$ cat config.mk
export PLATFORM = sky130hd
export DESIGN_NAME = systolic_conv_drain
export DESIGN_NICKNAME = d
export VERILOG_FILES = /design/src/rtl/systolic_pkg.sv /design/src/rtl/drain_frame_buf.sv /design/src/rtl/systolic_conv_drain.sv
export SDC_FILE = /design/constraint.sdc
export NUM_CORES = 1
export LEC_CHECK = 0
export ABC_AREA = 0
export CAP_MARGIN = 20
export CORE_MARGIN = 3
export CORE_UTILIZATION = 45
export CTS_CLUSTER_SIZE = 24
export DETAILED_ROUTE_END_ITERATION = 16
export GPL_ROUTABILITY_DRIVEN = 1
export PLACE_DENSITY_LB_ADDON = 0.25
export SYNTH_ARGS = -nofsm -noshare
export SYNTH_HDL_FRONTEND = slang
export SYNTH_HIERARCHICAL = 1
export SYNTH_SLANG_ARGS = --single-unit
export TNS_END_PERCENT = 1
$ cat constraint.sdc
create_clock -name clk -period 2.7 [get_ports clk]
set_clock_uncertainty 0.1 [all_clocks]
set_input_delay 0.54 -clock clk [delete_from_list [all_inputs] [get_ports clk]]
set_output_delay 0.54 -clock clk [all_outputs]
set_load 0.005 [all_outputs]
$ cat src/rtl/systolic_pkg.sv
// Shared constants and FSM encoding for the systolic result drain.
// Build with DRAIN_HDR_EN defined to prepend a sequence-tag header byte.
package systolic_pkg;

   localparam int DATA_W_DEF = 8;
   localparam int SEQ_W_DEF  = 8;
   localparam int NUM_EL     = 4;

   localparam logic [1:0] IDX_C11 = 2'd0;
   localparam logic [1:0] IDX_C12 = 2'd1;
   localparam logic [1:0] IDX_C21 = 2'd2;
   localparam logic [1:0] IDX_C22 = 2'd3;

`ifdef DRAIN_HDR_EN
   typedef enum logic [1:0] {
      ST_IDLE,
      ST_HDR,
      ST_SEND
   } state_e;
   localparam state_e ST_FIRST = ST_HDR;
`else
   typedef enum logic [1:0] {
      ST_IDLE,
      ST_SEND
   } state_e;
   localparam state_e ST_FIRST = ST_SEND;
`endif

endpackage

$ cat src/rtl/drain_frame_buf.sv
// Two-slot frame store: active slot feeds the stream, pending queues one frame.
// A pop and a push on the same edge shift pending forward, then fill the first free slot.
module drain_frame_buf
   import systolic_pkg::*;
#(
   parameter int W = 4 * DATA_W_DEF + SEQ_W_DEF
) (
   input  logic         clk,
   input  logic         rst,
   input  logic         push_i,
   input  logic [W-1:0] push_data_i,
   input  logic         pop_i,
   output logic [W-1:0] act_data_o,
   output logic         full_o,
   output logic         empty_o
);

   logic         act_vld_q, act_vld_d;
   logic         pnd_vld_q, pnd_vld_d;
   logic [W-1:0] act_q, act_d;
   logic [W-1:0] pnd_q, pnd_d;

   always_comb begin
      act_vld_d = act_vld_q;
      pnd_vld_d = pnd_vld_q;
      act_d     = act_q;
      pnd_d     = pnd_q;
      if (pop_i) begin
         act_vld_d = pnd_vld_q;
         act_d     = pnd_q;
         pnd_vld_d = 1'b0;
      end
      if (push_i && !(act_vld_d && pnd_vld_d)) begin
         if (!act_vld_d) begin
            act_vld_d = 1'b1;
            act_d     = push_data_i;
         end else begin
            pnd_vld_d = 1'b1;
            pnd_d     = push_data_i;
         end
      end
   end

   always_ff @(posedge clk or posedge rst) begin
      if (rst) begin
         act_vld_q <= 1'b0;
         pnd_vld_q <= 1'b0;
         act_q     <= '0;
         pnd_q     <= '0;
      end else begin
         act_vld_q <= act_vld_d;
         pnd_vld_q <= pnd_vld_d;
         act_q     <= act_d;
         pnd_q     <= pnd_d;
      end
   end

   assign act_data_o = act_q;
   assign full_o     = act_vld_q && pnd_vld_q;
   assign empty_o    = !act_vld_q;

endmodule

$ cat src/rtl/systolic_conv_drain.sv
// Streams 2x2 convolution results out as c11,c12,c21,c22 bytes over valid/ready.
// DRAIN_HDR_EN adds a leading header byte carrying the frame sequence tag.
module systolic_conv_drain
   import systolic_pkg::*;
#(
   parameter int DATA_W = DATA_W_DEF,
   parameter int SEQ_W  = SEQ_W_DEF
) (
   input  logic              clk,
   input  logic              rst,
   input  logic              res_valid,
   input  logic [DATA_W-1:0] c11,
   input  logic [DATA_W-1:0] c12,
   input  logic [DATA_W-1:0] c21,
   input  logic [DATA_W-1:0] c22,
   output logic              m_valid,
   input  logic              m_ready,
   output logic [DATA_W-1:0] m_data,
   output logic              m_last,
   output logic              busy,
   output logic              overflow,
   output logic [SEQ_W-1:0]  frame_cnt
);

   localparam int FW = NUM_EL * DATA_W + SEQ_W;

   state_e            state_q, state_d;
   logic [1:0]        idx_q, idx_d;
   logic [SEQ_W-1:0]  seq_q, seq_d;
   logic [SEQ_W-1:0]  fcnt_q, fcnt_d;
   logic              ovf_q, ovf_d;

   logic [FW-1:0]     act_data;
   logic              buf_full;
   logic              buf_empty;
   logic              xfer;
   logic              pop;
   logic              drop;
   logic              push;
   logic [DATA_W-1:0] el;
   logic [SEQ_W-1:0]  act_tag;

   assign m_valid = (state_q != ST_IDLE);
   assign m_last  = (state_q == ST_SEND) && (idx_q == IDX_C22);
   assign xfer    = m_valid && m_ready;
   assign pop     = xfer && m_last;
   assign drop    = res_valid && buf_full && !pop;
   assign push    = res_valid && !drop;
   assign act_tag = act_data[NUM_EL*DATA_W +: SEQ_W];

   drain_frame_buf #(
      .W (FW)
   ) u_buf (
      .clk         (clk),
      .rst         (rst),
      .push_i      (push),
      .push_data_i ({seq_q, c22, c21, c12, c11}),
      .pop_i       (pop),
      .act_data_o  (act_data),
      .full_o      (buf_full),
      .empty_o     (buf_empty)
   );

   always_comb begin
      el = act_data[0 +: DATA_W];
      unique case (idx_q)
         IDX_C11: el = act_data[0 +: DATA_W];
         IDX_C12: el = act_data[DATA_W +: DATA_W];
         IDX_C21: el = act_data[2*DATA_W +: DATA_W];
         IDX_C22: el = act_data[3*DATA_W +: DATA_W];
      endcase
   end

   always_comb begin
      m_data = '0;
      if (state_q == ST_SEND) begin
         m_data = el;
      end
`ifdef DRAIN_HDR_EN
      if (state_q == ST_HDR) begin
         m_data = DATA_W'(act_tag);
      end
`endif
   end

   always_comb begin
      state_d = state_q;
      idx_d   = idx_q;
      seq_d   = push ? seq_q + SEQ_W'(1) : seq_q;
      fcnt_d  = pop ? fcnt_q + SEQ_W'(1) : fcnt_q;
      ovf_d   = ovf_q || drop;
      unique case (state_q)
         ST_IDLE: begin
            if (res_valid) begin
               state_d = ST_FIRST;
               idx_d   = IDX_C11;
            end
         end
`ifdef DRAIN_HDR_EN
         ST_HDR: begin
            if (xfer) begin
               state_d = ST_SEND;
               idx_d   = IDX_C11;
            end
         end
`endif
         ST_SEND: begin
            if (xfer) begin
               if (idx_q == IDX_C22) begin
                  idx_d = IDX_C11;
                  // pending, or a frame arriving now, continues without a bubble
                  state_d = (buf_full || res_valid) ? ST_FIRST : ST_IDLE;
               end else begin
                  idx_d = idx_q + 2'd1;
               end
            end
         end
         default: begin
            state_d = ST_IDLE;
            idx_d   = IDX_C11;
         end
      endcase
   end

   always_ff @(posedge clk or posedge rst) begin
      if (rst) begin
         state_q <= ST_IDLE;
         idx_q   <= IDX_C11;
         seq_q   <= '0;
         fcnt_q  <= '0;
         ovf_q   <= 1'b0;
      end else begin
         state_q <= state_d;
         idx_q   <= idx_d;
         seq_q   <= seq_d;
         fcnt_q  <= fcnt_d;
         ovf_q   <= ovf_d;
      end
   end

   assign busy      = !buf_empty;
   assign overflow  = ovf_q;
   assign frame_cnt = fcnt_q;

endmodule

==> summary by stage <==
Pwr
The switching power is 2.22 mW. The part of the total power dissipated in the clock network is 16.6%. IR analysis of the VDD net gives a maximum drop of 395 uV.

In this run, flip-flops and latches consume 34.9% of the power. The internal power consumption is 3.70 mW. In this run switching power makes up 37.5% of total power. The leakage power is 2.23 nW. For this design the ratio of total power to cell area is 1100 nW/um2. The relative contribution of combinational cells to total power is 48.5%.

GRT
Entering global routing, the biggest net connects 33 pins. The first global-routing pass estimated 18.6 mm of wire. The via count of the first global-routing pass is 3452. The initial antenna violation count is 0. For this run the aggregate overflow at the end of global routing stands at 0. In the global route stage, overall resource usage came out at 21.3%.

Clocking
The H-tree was split into 3 levels. The CTS tree is yes. The source-to-sink clock delay at the later pin of the worst-skew pair is 0.36 ns.

The clock input transition at the sequential cells of the worst setup and hold paths is 0.09 ns. The clock sink count is 78. No sink is reached through more buffers than the 2 on the longest clock path.

Buffers inserted during clock tree synthesis total 9. The master cell of the clock root buffer is sky130_fd_sc_hd__clkbuf_8.

Worst setup path
The critical path runs through a total of 7 cells. The buffer and inverter count on the worst path is 3. The highest fanout seen on the critical path is 8. The number of cells on the worst reg-to-reg path is 7. On the critical path the largest part of the delay comes from buffers and inverters.

For the worst setup path, the data required time is 2.06 ns. The critical path goes through inv_2 -> ha_4 -> a222oi_1 -> buf_4 -> o21ai_1 -> and2_1 -> dlygate4sd2_1. For flop-to-flop paths, the worst setup slack is 0.38 ns. The worst setup path is launched from a flip-flop. Among all stages on the critical path, the largest delay is contributed by sky130_fd_sc_hd__dfrtp_2. The longest individual stage delay on the worst path is 0.44 ns. The element type at the critical path end is a primary output. The worst setup path category is reg -> out. The endpoint arrival time on the critical path is 2.05 ns.

Placement
The placed instance area is 5130 um2. The half-perimeter wire length after detailed placement is 7.57 mm. At the end of routability-driven placement, the weighted congestion stood at 0.806. The total of buffers placed on input and output ports is 55.

Drt
The remaining number of nets flagged by the antenna check after routing is 0. The DRC marker count from the first detailed-route iteration is 258. The first-pass iteration count of the detailed router is 5. The post-detailed-route DRC marker count is 0. The per-cell routed wire length is 19.3 um. The total number of vias is 3539.

The total detailed-routing wirelength is 11.5 mm. In the routed layout, each cell is associated on average with a via count of 5.94.

Final layout
The net total in the final layout is 503. In the layout the commonest cells are sky130_fd_sc_hd__dfrtp_1, sky130_fd_sc_hd__mux2_2, sky130_fd_sc_hd__clkdlybuf4s50_1. The leading cell type in the layout, fill and taps excluded is sky130_fd_sc_hd__dfrtp_1. The post-synthesis to final-layout area growth is 24.6%. Summing all non-filler instances in the final layout gives an area of 5400 um2. The number of fillers in the final layout is 829. For this run, the share of the core covered by cells in the final layout is 58.2%. The post-route netlist has 29.1% of its cells at a drive strength greater than 1. The number of antenna diodes is 0.

Floorplanning
The die outline height is 104 um. 56 I/O pins were placed. The initialized floorplan defines 35 standard-cell rows. The initial cell density of the core is 46.7%.

The full die area is 10800 um2. The area of the core is 9280 um2. From left edge to right edge, the die measures 104 um.

STA
Final hold analysis gives a worst-case slack of 0.367 ns. The worst pin sits at a relative slew slack of 68.4%. The number of hold-slack violations in the final timing report is 0. Setup repair after global routing could not meet its margin everywhere. The final-report max-slew violation count came to 0. The share of the cycle needed by the critical path after routing is 99.6%. Timing would allow up to 372 MHz. The slew at the pin closest to its max-slew limit is 0.473 ns. The shortest clock period the worst path allows after layout is 2.69 ns. Setup violations remaining at the end of the flow were counted as 0.

Hold path
Counting instances, the worst hold path has a depth of 1. The class of the tightest hold or removal check is reg -> reg.

Synth
During synthesis, Yosys emitted a total of 6 warnings. After synthesis the cells add up to 4330 um2. Counting every net in the synthesized netlist gives 441. The average instance in the mapped netlist occupies 10.8 um2.

Synthesis produced a netlist whose cell count is 400.

Flow run
The count of maximum capacitance violations is 0.

Outcome
The flow ran to the end, and the final reports show no timing, DRC or antenna violations.
## sequential cells by signal, summed over array words and instances (netlist names)
| signal | flops |
|---|---|
| u_buf/pnd_vld_q | 1 |
| u_buf/act_data_o | 32 |
| state_q | 1 |
| overflow | 1 |
| idx_q | 2 |
| frame_cnt | 8 |
| u_buf/act_vld_q | 1 |
| u_buf/pnd_q | 32 |
## layout make-up
type	count	area [um2]	share of cell area [%]
timing repair buffer	92	860	15.9
sequential	78	1950	36.2
tap	129	161	2.99
multi-input combinational	272	2180	40.3
inverter	9	33.8	0.626
clock buffer	12	145	2.69
clock inverter	4	70.1	1.30
## metal layers
layer	GRT usage [%]	wire, um
met4	4.75	106
met3	4.03	710
met5	0	0
met2	34.3	5500
met1	29.9	5160
## timing repair
item	in CTS	in global routing
setup endpoints to repair	8	8
setup buffers	3	1
hold buffers	0	0
pin swaps	15	14
resized for setup	28	10
## through the flow
stage | std cells | power, mW | setup WS (ns) | TNS (ns)
after floorplan | 400 | 3.87 | 0.405 | 0
final | 596 | 5.92 | 0.0104 | 0
after CTS | 595 | 5.88 | -0.0311 | -0.0311
after global routing | 596 | 6.29 | -0.0622 | -0.142
after global placement | 577 | 4.78 | 0.0622 | 0
after detailed placement | 577 | 4.87 | 0.0528 | 0
## path summary, 6_finish.rpt
kind                                          startpoint                       endpoint
worst max-delay path                idx_q[0]$_DFFE_PP0P_                      m_data[4]
worst min-delay path            frame_cnt[7]$_DFFE_PP0P_       frame_cnt[7]$_DFFE_PP0P_
worst max register to register      idx_q[1]$_DFFE_PP0P_  u_buf/act_data_o[5]$_DFF_PP0_
worst min register to register  frame_cnt[7]$_DFFE_PP0P_       frame_cnt[7]$_DFFE_PP0P_
max in group asynchronous                            rst    u_buf/pnd_q[16]$_DFFE_PP0P_
min in group asynchronous                            rst    u_buf/pnd_q[31]$_DFFE_PP0P_
## power groups by stage
stage / clock network [mW] / registers, mW / logic [mW]
final: 0.980 / 2.07 / 2.87
after global routing: 1.03 / 2.13 / 3.13
after CTS: 0.988 / 2.05 / 2.84
after detailed placement: 0 / 2.07 / 2.81
after global placement: 0 / 2.04 / 2.74
after floorplan: 0 / 1.91 / 1.96
Note: power is estimated with default switching activity, not from simulation.
